==> config.mk <==
export PLATFORM = sky130hd
export DESIGN_NAME = uart_rx_fifo
export DESIGN_NICKNAME = d
export VERILOG_FILES = /design/src/rtl/uart_rx_fifo.sv
export SDC_FILE = /design/constraint.sdc
export NUM_CORES = 1
export LEC_CHECK = 0
export ABC_CLOCK_PERIOD_IN_PS = 2700
export BUFFER_PORTS_ARGS = -buffer_cell sky130_fd_sc_hd__buf_2
export CAP_MARGIN = 20
export CELL_PAD_IN_SITES_DETAIL_PLACEMENT = 1
export CELL_PAD_IN_SITES_GLOBAL_PLACEMENT = 1
export CORE_UTILIZATION = 50
export DETAILED_ROUTE_END_ITERATION = 12
export GPL_TIMING_DRIVEN = 0
export PLACE_DENSITY_LB_ADDON = 0.25
export SETUP_SLACK_MARGIN = 0.2
export SYNTH_ARGS = -nofsm -noshare
export SYNTH_HDL_FRONTEND = slang
export SYNTH_SLANG_ARGS = --single-unit
==> constraint.sdc <==
create_clock -name Clock -period 2.7 [get_ports Clock]
set_input_delay 0.81 -clock Clock [delete_from_list [all_inputs] [get_ports Clock]]
set_output_delay 0.81 -clock Clock [all_outputs]
set_load 0.01 [all_outputs]
==> src/rtl/uart_rx_fifo.sv <==
// Receive-side FIFO between a UART byte stream and a CPU read port.
// First-word fall-through register array with sticky overrun and synchronous flush.
module uart_rx_fifo #(
    parameter int WIDTH = 8,
    parameter int DEPTH = 8
) (
    input  logic                     Clock,
    input  logic                     Reset,
    input  logic [WIDTH-1:0]         DataIn,
    input  logic                     DataInValid,
    output logic                     DataInReady,
    output logic [WIDTH-1:0]         DataOut,
    output logic                     DataOutValid,
    input  logic                     DataOutReady,
    input  logic                     Clear,
    output logic [$clog2(DEPTH):0]   Count,
    output logic                     Overrun
);

    localparam int AW = $clog2(DEPTH);
    localparam int CW = AW + 1;
    localparam logic [CW-1:0] FULL_COUNT = CW'(DEPTH);

    logic [WIDTH-1:0] mem_q [DEPTH];
    logic [AW-1:0]    wr_ptr_q, wr_ptr_d;
    logic [AW-1:0]    rd_ptr_q, rd_ptr_d;
    logic [CW-1:0]    count_q, count_d;
    logic             overrun_q, overrun_d;
    logic             push, pop;

    // Full blocks writes outright, even when a pop happens in the same cycle.
    assign DataInReady  = (count_q != FULL_COUNT);
    assign DataOutValid = (count_q != '0);
    assign push         = DataInValid & DataInReady;
    assign pop          = DataOutValid & DataOutReady;
    assign DataOut      = mem_q[rd_ptr_q];
    assign Count        = count_q;
    assign Overrun      = overrun_q;

    always_comb begin
        // NOTE: every next-state value gets a default first so no latch is inferred.
        wr_ptr_d  = wr_ptr_q;
        rd_ptr_d  = rd_ptr_q;
        count_d   = count_q;
        overrun_d = overrun_q;
        if (Clear) begin
            wr_ptr_d  = '0;
            rd_ptr_d  = '0;
            count_d   = '0;
            overrun_d = 1'b0;
        end else begin
            if (push) wr_ptr_d = wr_ptr_q + 1'b1;
            if (pop)  rd_ptr_d = rd_ptr_q + 1'b1;
            if (push && !pop)      count_d = count_q + 1'b1;
            else if (pop && !push) count_d = count_q - 1'b1;
            if (DataInValid && (count_q == FULL_COUNT)) overrun_d = 1'b1;
        end
    end

    // NOTE: sequential state uses non-blocking assignments only.
    always_ff @(posedge Clock or posedge Reset) begin
        if (Reset) begin
            wr_ptr_q  <= '0;
            rd_ptr_q  <= '0;
            count_q   <= '0;
            overrun_q <= 1'b0;
        end else begin
            wr_ptr_q  <= wr_ptr_d;
            rd_ptr_q  <= rd_ptr_d;
            count_q   <= count_d;
            overrun_q <= overrun_d;
        end
    end

    // NOTE: storage is deliberately not reset; Count alone decides which slots are meaningful.
    always_ff @(posedge Clock) begin
        if (push) mem_q[wr_ptr_q] <= DataIn;
    end

endmodule
==> impl_metrics.yaml, run 1 <==
die:
  rows: 28
  start_util_pct: 52.55
  core_sq_mm: 0.006026
  fp.dieW_um: 81.59
  die_area_sq_mm: 0.006656
  die_h_um: 81.59
  ios: 28
sta:
  hold_viol: 0
  finalSetupViolations: 7
  fin_ws_ns: -0.06292
  fin_crit_ns: 2.763
  worst_slew_pin_slew_ns: 0.9911
  hold_slack_ns: 0.4544
  finClkSkew_ns: 0.007688
  fmax_ghz: 0.3619
  rsz0062_at_grt: "true"
  max_slew_margin_pct: 33.68
  period_share_pct: 102.3
  slew_viol_final: 0
clock_tree:
  clock_sinks: 75
  clk_pin_slew_ns: 0.07
  cts_tree: "done"
  numCtsBuffers: 9
  clkLatencyLatePin_ns: 0.34
  root_buffer: "clkbuf_8"
  ctsHoldBuffers: 0
  clockBufferDepth: 2
  cts_max_level: 3
worst_setup_path:
  r2r_cells: 8
  critPathMaxStageDelay_ns: 0.52
  r2r_start: "Count[1]"
  worstSetupStartpointType: "flop"
  path_cells: "buf_8, buf_12, mux4_2, mux2_2, buf_2"
  crit_cells: 5
  crit_type: "flop to output pin"
  r2r_setup_slack_ns: 0.29
  path_buf_inv: 3
  critPathLaunch: "rd_ptr_q[0]"
  slowest_stage: "mux4_2"
  crit_fanout: 5
  cp-end-kind: "output pin"
  crit_end: "DataOut[2]"
  required_ns: 1.89
  regToRegEndpoint: "Count[3]"
  critPathArrivalTime_ns: 1.95
  cp_top_family: "multiplexers"
layout:
  n_antenna_cell: 0
  final_nets: 247
  finalInstanceArea_sq_mm: 0.003889
  drive_above_1_share_pct: 41.88
  area_growth_pct: 22.80
placement:
  io_buffers: 26
  dp_hpwl_um: 4201
  place_area_sq_mm: 0.003406
  place_congestion: 0.7513
run_status:
  violations: "setup timing"
  outcome: "complete, but fails checks"
power:
  leakagePower_uw: 0.001408
  p_per_area_mw_per_mm2: 985.6
  vdd_drop_max_v: 0.0006224
detailed_routing:
  drc_errors: 0
  vias_per_cell: 5.634
  via_count: 1741
  routed_wl_um: 6853
  firstDrtPassIters: 4
  dr.first_iter.drc_count: 75
  ant_nets: 0
  wl_per_cell_um: 22.18
synthesis:
  synth.mux.area_fraction_pct: 15.17
  ys.flop_type: "edfxtp_1"
  synth_fa_ha_area_share_pct: 2.213
  synth_area_sq_mm: 0.003167
  synth-simple-area-share_pct: 5.571
  syn_nets: 197
  async_flop_share_pct: 14.67
  synth-edff-count: 64
  yosys_warnings: 0
  ys_types: 37
  syn_inst: 179
  ys_seq_area_share_pct: 69.38
  synth_top_family_by_area: "multiplexers"
  ys_seq_elements: 75
  avgSynthCellArea_sq_um: 17.69
  synth-compound-area-share_pct: 3.793
  synthXorXnorAreaFrac_pct: 1.383
global_routing:
  grt_first_pass_wirelength_um: 10380
  first_global_vias: 1859
  antenna_found_initial: 0
  grt_max_degree: 14
  grtUsageTotal_pct: 23.29
  grt_overflow: 0
min_path:
  hold_class: "input pin to asynchronous set/reset pin"
run:
  maxCapViolCount: 0
## stage by stage
step	std cells	total power, uW	worst slack [ns]	util, %	TNS [ns]
after CTS	307	3771	-0.05775	63.60	-0.2464
after detailed placement	282	2477	-0.2599	56.52	-5.747
after floorplan	179	2178	0.2919	-	0
final	309	3833	-0.06292	64.53	-0.1844
after global placement	280	2412	-0.3484	56.27	-5.488
after global routing	309	4018	-0.1291	64.53	-0.7310
## Yosys cell counts (2+ instances only)
cell	n	area, sq um
xnor2_1	3	26.28
ha_1	4	50.05
mux2i_1	3	30.03
nor3_1	3	15.01
nand3_1	6	30.03
mux2_2	8	90.09
mux4_2	16	360.4
xor2_1	2	17.52
nand2b_1	3	18.77
a31oi_1	2	12.51
nor2_1	15	56.30
clkbuf_1	3	11.26
a21oi_1	3	15.01
buf_1	2	7.510
nand2_1	4	15.01
inv_1	7	26.28
edfxtp_1	64	1922
buf_2	2	10.01
dfrtp_1	11	275.3
## state kept, by name, indices dropped and copies added, names as in the netlist
register  cells
mem_q        64
rd_ptr_q      3
wr_ptr_q      3
Overrun       1
Count         4
## placed cells by master (no fill, tap or decap), types with 4 or more instances in the layout
cell	n
clkbuf_8	10
nand2_1	4
nand3_1	5
mux4_2	16
inv_1	7
buf_2	22
dfrtp_1	8
mux2_2	4
buf_4	12
nor2_1	14
mux2_4	4
clkbuf_1	4
edfxtp_1	64
buf_6	8
## report_power, final
group,switching [uW],leakage (uW),internal [uW]
clock network,386,0.000121,642
logic,607,0.000563,760
registers,83.9,0.000725,1350
total,1080,0.00141,2760
## kinds of logic after synthesis
kind of cell,count (synthesis)
AOI/OAI and AO/OA,14
xor gates and xnor gates,5
adders and majority gates,5
buffers and inverters,17
DFF,75
muxes,27
and+or+nand+nor,36
## how the worst min path moves through the flow
stage	cells past startpoint	endpoint	slack (ns)
floorplan	2	Overrun	0.53
global placement	2	Overrun	0.48
detailed placement	2	Overrun	0.49
CTS	2	Overrun	0.46
global route	2	wr_ptr_q[0]	0.50
finish	2	Overrun	0.45
## worst reg2reg max path, cell delays in order, from the launching register on
cell and delay, ns:
dfrtp_2 0.49, or4b_4 0.56, buf_6 0.16, nand3_2 0.11
ha_4 0.20, a211o_2 0.33, o21a_1 0.14, o211ai_1 0.18
a31oi_1 0.11
## area by class of cell
class	count	area, sq um
clock inverter	4	98.84
tap	75	93.84
sequential	75	2201
timing repair buffer	40	287.8
clock buffer	12	145.1
inverter	7	26.28
fill	560	2137
multi-input combinational	87	952.2
buffer	9	83.83
## metal layers
metal	wire (um)	global-route usage [%]	up-vias
li1	-	-	805
met1	2834	27.70	889
met2	3696	41.17	33
met3	161	4.000	14
met4	161	10.88	0
met5	0	0	-
## what timing repair did
action / in CTS / in global routing
gates cloned: 1 / 0
endpoints found under the setup margin: 22 / 47
resized for setup: 24 / 11
pin swaps: 0 / 3
setup buffers: 8 / 3
No activity file was read; power rests on OpenSTA's default activity.
==> run 2: changes to the inputs <==
--- a/config.mk
+++ b/config.mk
@@ -6,12 +6,12 @@
 export NUM_CORES = 1
 export LEC_CHECK = 0
 export ABC_CLOCK_PERIOD_IN_PS = 2700
-export BUFFER_PORTS_ARGS = -buffer_cell sky130_fd_sc_hd__buf_2
 export CAP_MARGIN = 20
 export CELL_PAD_IN_SITES_DETAIL_PLACEMENT = 1
 export CELL_PAD_IN_SITES_GLOBAL_PLACEMENT = 1
-export CORE_UTILIZATION = 50
+export CORE_UTILIZATION = 53
 export DETAILED_ROUTE_END_ITERATION = 12
+export DONT_BUFFER_PORTS = 1
 export GPL_TIMING_DRIVEN = 0
 export PLACE_DENSITY_LB_ADDON = 0.25
 export SETUP_SLACK_MARGIN = 0.2
==> constraint.sdc (replaced) <==
create_clock -name Clock -period 2.7 [get_ports Clock]
set_input_delay 0.135 -clock Clock [delete_from_list [all_inputs] [get_ports Clock]]
set_output_delay 0.135 -clock Clock [all_outputs]
set_load 0.01 [all_outputs]
==> impl_metrics.yaml, run 2 (synthesized netlist as in run 1, its figures left out) <==
sta:
  fin_crit_ns: 2.446
  slew_viol_final: 0
  rsz0062_at_grt: "true"
  period_share_pct: 90.61
  hold_viol: 0
  hold_slack_ns: 0.2218
  finalSetupTns_ns: 0
  finClkSkew_ns: 0.005811
  worst_slew_pin_slew_ns: 1.012
  fmax_ghz: 0.4088
  max_slew_margin_pct: 32.30
  finalSetupViolations: 0
detailed_routing:
  drc_errors: 0
  routed_wl_um: 6670
  via_count: 1713
  dr.first_iter.drc_count: 140
  wl_per_cell_um: 23.74
  vias_per_cell: 6.096
  ant_nets: 0
  firstDrtPassIters: 4
power:
  p_per_area_mw_per_mm2: 911.4
  pwr-share-comb_pct: 30.4
  p_seq_share_pct: 43.9
  leakagePower_uw: 0.001235
  p_int_uw: 2333
  vdd_drop_max_v: 0.0006655
  power.net_switching_uw: 987.0
  swShare_pct: 29.73
  clkPwrFrac_pct: 25.7
clock_tree:
  cts_max_level: 3
  root_buffer: "clkbuf_8"
  clkLatencyLatePin_ns: 0.33
  cts_tree: "done"
  numCtsBuffers: 9
  clock_sinks: 75
  clockBufferDepth: 2
  clk_pin_slew_ns: 0.07
global_routing:
  grt_max_degree: 13
  grt_use_met3_pct: 5.747
  grt_use_met1_pct: 31.20
  grt_first_pass_wirelength_um: 10550
  antenna_found_initial: 0
  first_global_vias: 1884
  grtUsageTotal_pct: 24.34
  busiest_layer: "met2"
  met2_usage_pct: 39.22
  grt_overflow: 0
worst_setup_path:
  r2r_cells: 8
  required_ns: 2.89
  worstSetupStartpointType: "flop"
  crit_fanout: 8
  r2r_start: "Count[1]"
  regToRegEndpoint: "Count[3]"
  crit_type: "flop to flop"
  critPathLaunch: "Count[1]"
  critPathArrivalTime_ns: 2.64
  r2r_setup_slack_ns: 0.25
  cp-end-kind: "flop"
layout:
  final_nets: 222
  n_fill_cell: 486
  largest_reg_flops: 64
  n_antenna_cell: 0
  utilization_pct: 64.56
  layout_common_cells: "edfxtp_1 (64), mux4_2 (16), nor2_1 (15), clkbuf_8 (11), dlygate4sd3_1 (10)"
  drive_above_1_share_pct: 28.23
  regMostFlops: "mem_q"
  area_growth_pct: 15.01
  layout_commonest_cell: "edfxtp_1"
min_path:
  hold_class: "input pin to flop"
  holdPathStages: 2
  hp-start: "Clear"
  hold_path_end: "rd_ptr_q[2]"
placement:
  place_congestion: 0.7472
  dp_hpwl_um: 4186
  io_buffers: 0
run_status:
  outcome: "complete, no violations"
die:
  fp.dieW_um: 79.30
  die_h_um: 79.30
  core_sq_mm: 0.005642
  ios: 28
  die_area_sq_mm: 0.006288
  start_util_pct: 56.13
  rows: 27
run:
  maxCapViolCount: 0
-- run 2: cell types whose count changed in the layout (fill, tap and decap cells not counted), sizes merged --
cell	previous run	this run
dlygate4sd3	0	10
clkbuf	15	17
buf	46	11
bufinv	3	1
-- run 2: what timing repair did --
action,in CTS,in global routing
pin swaps,0,5
hold buffers,10,0
endpoints found under the setup margin,6,38
resized for setup,7,7
setup buffers,0,2
endpoints found under the hold margin,76,0
-- run 2: cell type report --
type	instances	area, sq um	area share, %
repair buffers	14	130.1	3.573
well taps	72	90.09	2.473
inverters	7	26.28	0.7214
flip-flops and latches	75	2201	60.43
multi-input cells	87	928.4	25.49
clock buffers	14	162.7	4.466
clock inverters	2	35.03	0.9619
plain buffers	10	68.82	1.889
-- run 2: worst max-delay path, cell delays in order, from the launching register on --
cell and delay, ns:
dfrtp_2 0.51, or4b_4 0.55, buf_6 0.16, nand3_2 0.12, ha_4 0.21, a211o_2 0.30, o21a_1 0.15, o211ai_1 0.19
a31oi_1 0.12
-- run 2: power by group through the flow --
stage / logic, uW / registers [uW] / clock network, uW
floorplan: 737 / 1440 / 0
global placement: 856 / 1450 / 0
detailed placement: 907 / 1460 / 0
CTS: 961 / 1450 / 865
global route: 1100 / 1470 / 910
finish: 1010 / 1460 / 855
-- run 2: worst max path at each step --
stage,end,slack (ns),cells after the start
after CTS,Count[3],0.18,9
after detailed placement,Count[3],0.05,7
after global placement,mem_q[0][6],-0.09,6
final,Count[3],0.25,8
after global routing,mem_q[4][2],0.19,6
after floorplan,Count[3],0.32,8
-- run 2: metrics by stage --
stage | power [uW] | std cells | cell area [sq um] | worst slack, ns
3_5_place_dp | 2370 | 253 | 3272 | 0.04897
2_1_floorplan | 2178 | 179 | 3167 | 0.3248
4_1_cts | 3273 | 279 | 3602 | 0.1831
6_report | 3320 | 281 | 3642 | 0.2536
3_3_place_gp | 2309 | 251 | 3257 | -0.08706
5_1_grt | 3475 | 281 | 3642 | 0.1916
-- run 2: layer usage --
layer	vias up	routed length (um)
met1	894	2837
met5	-	0
li1	751	-
met4	0	160
met2	54	3340
met3	14	331
==> run 3: changes to the inputs <==
--- a/config.mk
+++ b/config.mk
@@ -9,12 +9,14 @@
 export CAP_MARGIN = 20
 export CELL_PAD_IN_SITES_DETAIL_PLACEMENT = 1
 export CELL_PAD_IN_SITES_GLOBAL_PLACEMENT = 1
+export CORE_ASPECT_RATIO = 1.75
 export CORE_UTILIZATION = 53
 export DETAILED_ROUTE_END_ITERATION = 12
 export DONT_BUFFER_PORTS = 1
 export GPL_TIMING_DRIVEN = 0
 export PLACE_DENSITY_LB_ADDON = 0.25
 export SETUP_SLACK_MARGIN = 0.2
+export SLEW_MARGIN = 20
 export SYNTH_ARGS = -nofsm -noshare
 export SYNTH_HDL_FRONTEND = slang
 export SYNTH_SLANG_ARGS = --single-unit
==> impl_metrics.yaml, run 3 (synthesized netlist as in run 1, its figures left out) <==
global_routing:
  grt_overflow: 0
  grtUsageTotal_pct: 22.24
  antenna_found_initial: 0
  first_global_vias: 1866
  grt_max_degree: 12
  grt_first_pass_wirelength_um: 9432
sta:
  rsz0062_at_grt: "true"
  period_share_pct: 89.60
  hold_viol: 0
  finalSetupTns_ns: 0
  hold_slack_ns: 0.2090
  finClkSkew_ns: 0.004667
  slew_viol_final: 0
  fmax_ghz: 0.4134
  max_slew_margin_pct: 33.26
  fin_ws_ns: 0.2808
  finalSetupViolations: 0
  worst_slew_pin_slew_ns: 0.9974
  fin_crit_ns: 2.419
clock_tree:
  clockBufferDepth: 2
  cts_tree: "done"
  root_buffer: "clkbuf_8"
  cts_max_level: 3
  numCtsBuffers: 9
  clock_sinks: 75
  clkLatencyLatePin_ns: 0.34
  clk_pin_slew_ns: 0.07
die:
  rows: 36
  core_sq_mm: 0.005675
  ios: 28
  die_area_sq_mm: 0.006300
  fp.dieW_um: 60.43
  die_h_um: 104.3
  start_util_pct: 55.80
layout:
  final_nets: 220
  regMostFlops: "mem_q"
  area_growth_pct: 14.11
  finalInstanceArea_sq_mm: 0.003613
  largest_reg_flops: 64
  drive_above_1_share_pct: 26.57
  layout_commonest_cell: "edfxtp_1"
  n_antenna_cell: 0
  layout_common_cells: "edfxtp_1 (64), mux4_2 (16), nor2_1 (15), clkbuf_8 (10), dlygate4sd3_1 (10)"
power:
  leakagePower_uw: 0.001215
  vdd_drop_max_v: 0.0005631
  p_per_area_mw_per_mm2: 875.5
  design_power_total_uw: 3164
worst_setup_path:
  crit_fanout: 4
  crit_type: "flop to flop"
  slowest_stage: "dfrtp_1"
  required_ns: 2.90
  critPathArrivalTime_ns: 2.62
  critPathMaxStageDelay_ns: 0.43
  worstSetupStartpointType: "flop"
  path_buf_inv: 2
  cp-end-kind: "flop"
  path_cells: "clkbuf_8, buf_12, o41ai_4, nand3_4, ha_1, a211o_2, o21a_1, o211ai_1, a31oi_1"
  cp_top_family: "compound AO/OA/AOI/OAI gates"
placement:
  place_area_sq_mm: 0.003272
  place_congestion: 0.7034
  io_buffers: 0
  pre_cts_ws_ns: 0.08624
  dp_hpwl_um: 4289
detailed_routing:
  via_count: 1661
  ant_nets: 0
  drc_errors: 0
  firstDrtPassIters: 4
  routed_wl_um: 6290
  vias_per_cell: 5.869
  wl_per_cell_um: 22.23
  dr.first_iter.drc_count: 44
run:
  maxCapViolCount: 0
run_status:
  outcome: "complete, no violations"
min_path:
  hold_class: "input pin to flop"
[run 3: tightest hold or removal path, stage by stage]
cell and delay [ns]:
clkbuf_1 0.19, nand3_1 0.12, a21oi_1 0.06
[run 3: through the flow]
step                      util (%)  std cells
after detailed placement     57.65        255
final                        63.67        283
after global routing         63.67        283
after floorplan                  -        179
after CTS                    63.25        283
after global placement       57.47        255
[run 3: path summary, 6_finish.rpt]
path / from / endpoint / slack (ns) / cells after the start
worst max-delay path: Count[3] / Count[3] / 0.28 / 9
worst min-delay path: DataOutReady / rd_ptr_q[1] / 0.21 / 3
min in group asynchronous: Reset / wr_ptr_q[0] / 0.24 / 2
max in group asynchronous: Reset / Count[0] / 2.12 / 2
worst max register to register: Count[3] / Count[3] / 0.28 / 9
worst min register to register: Overrun / Overrun / 0.59 / 2
[run 3: where the power goes]
part	switching (uW)	internal, uW
sequential	98.7	1350
combinational	505	512
clock	369	325
[run 3: layout make-up]
type / count / area (sq um)
flip-flops and latches: 75 / 2200
fillers: 522 / 2062
multi-input cells: 87 / 940.9
clock buffers: 12 / 135.1
repair buffers: 12 / 127.6
well taps: 76 / 95.09
plain buffers: 10 / 71.32
inverters: 7 / 26.28
clock inverters: 4 / 17.52
[run 3: timing repair]
| item | in CTS | in global routing |
|---|---|---|
| setup endpoints to repair | 17 | 1 |
| hold endpoints to repair | 76 | 0 |
| setup buffers | 2 | 0 |
| pin swaps | 0 | 4 |
| hold buffers | 10 | 0 |
| gates resized for setup | 9 | 3 |
[run 3: metal layers]
metal | global-route usage, % | part of all wire (%)
met5 | 0 | 0
met3 | 4.353 | 2.9
met2 | 39.01 | 57
met1 | 24.14 | 36
met4 | 11.20 | 3.4
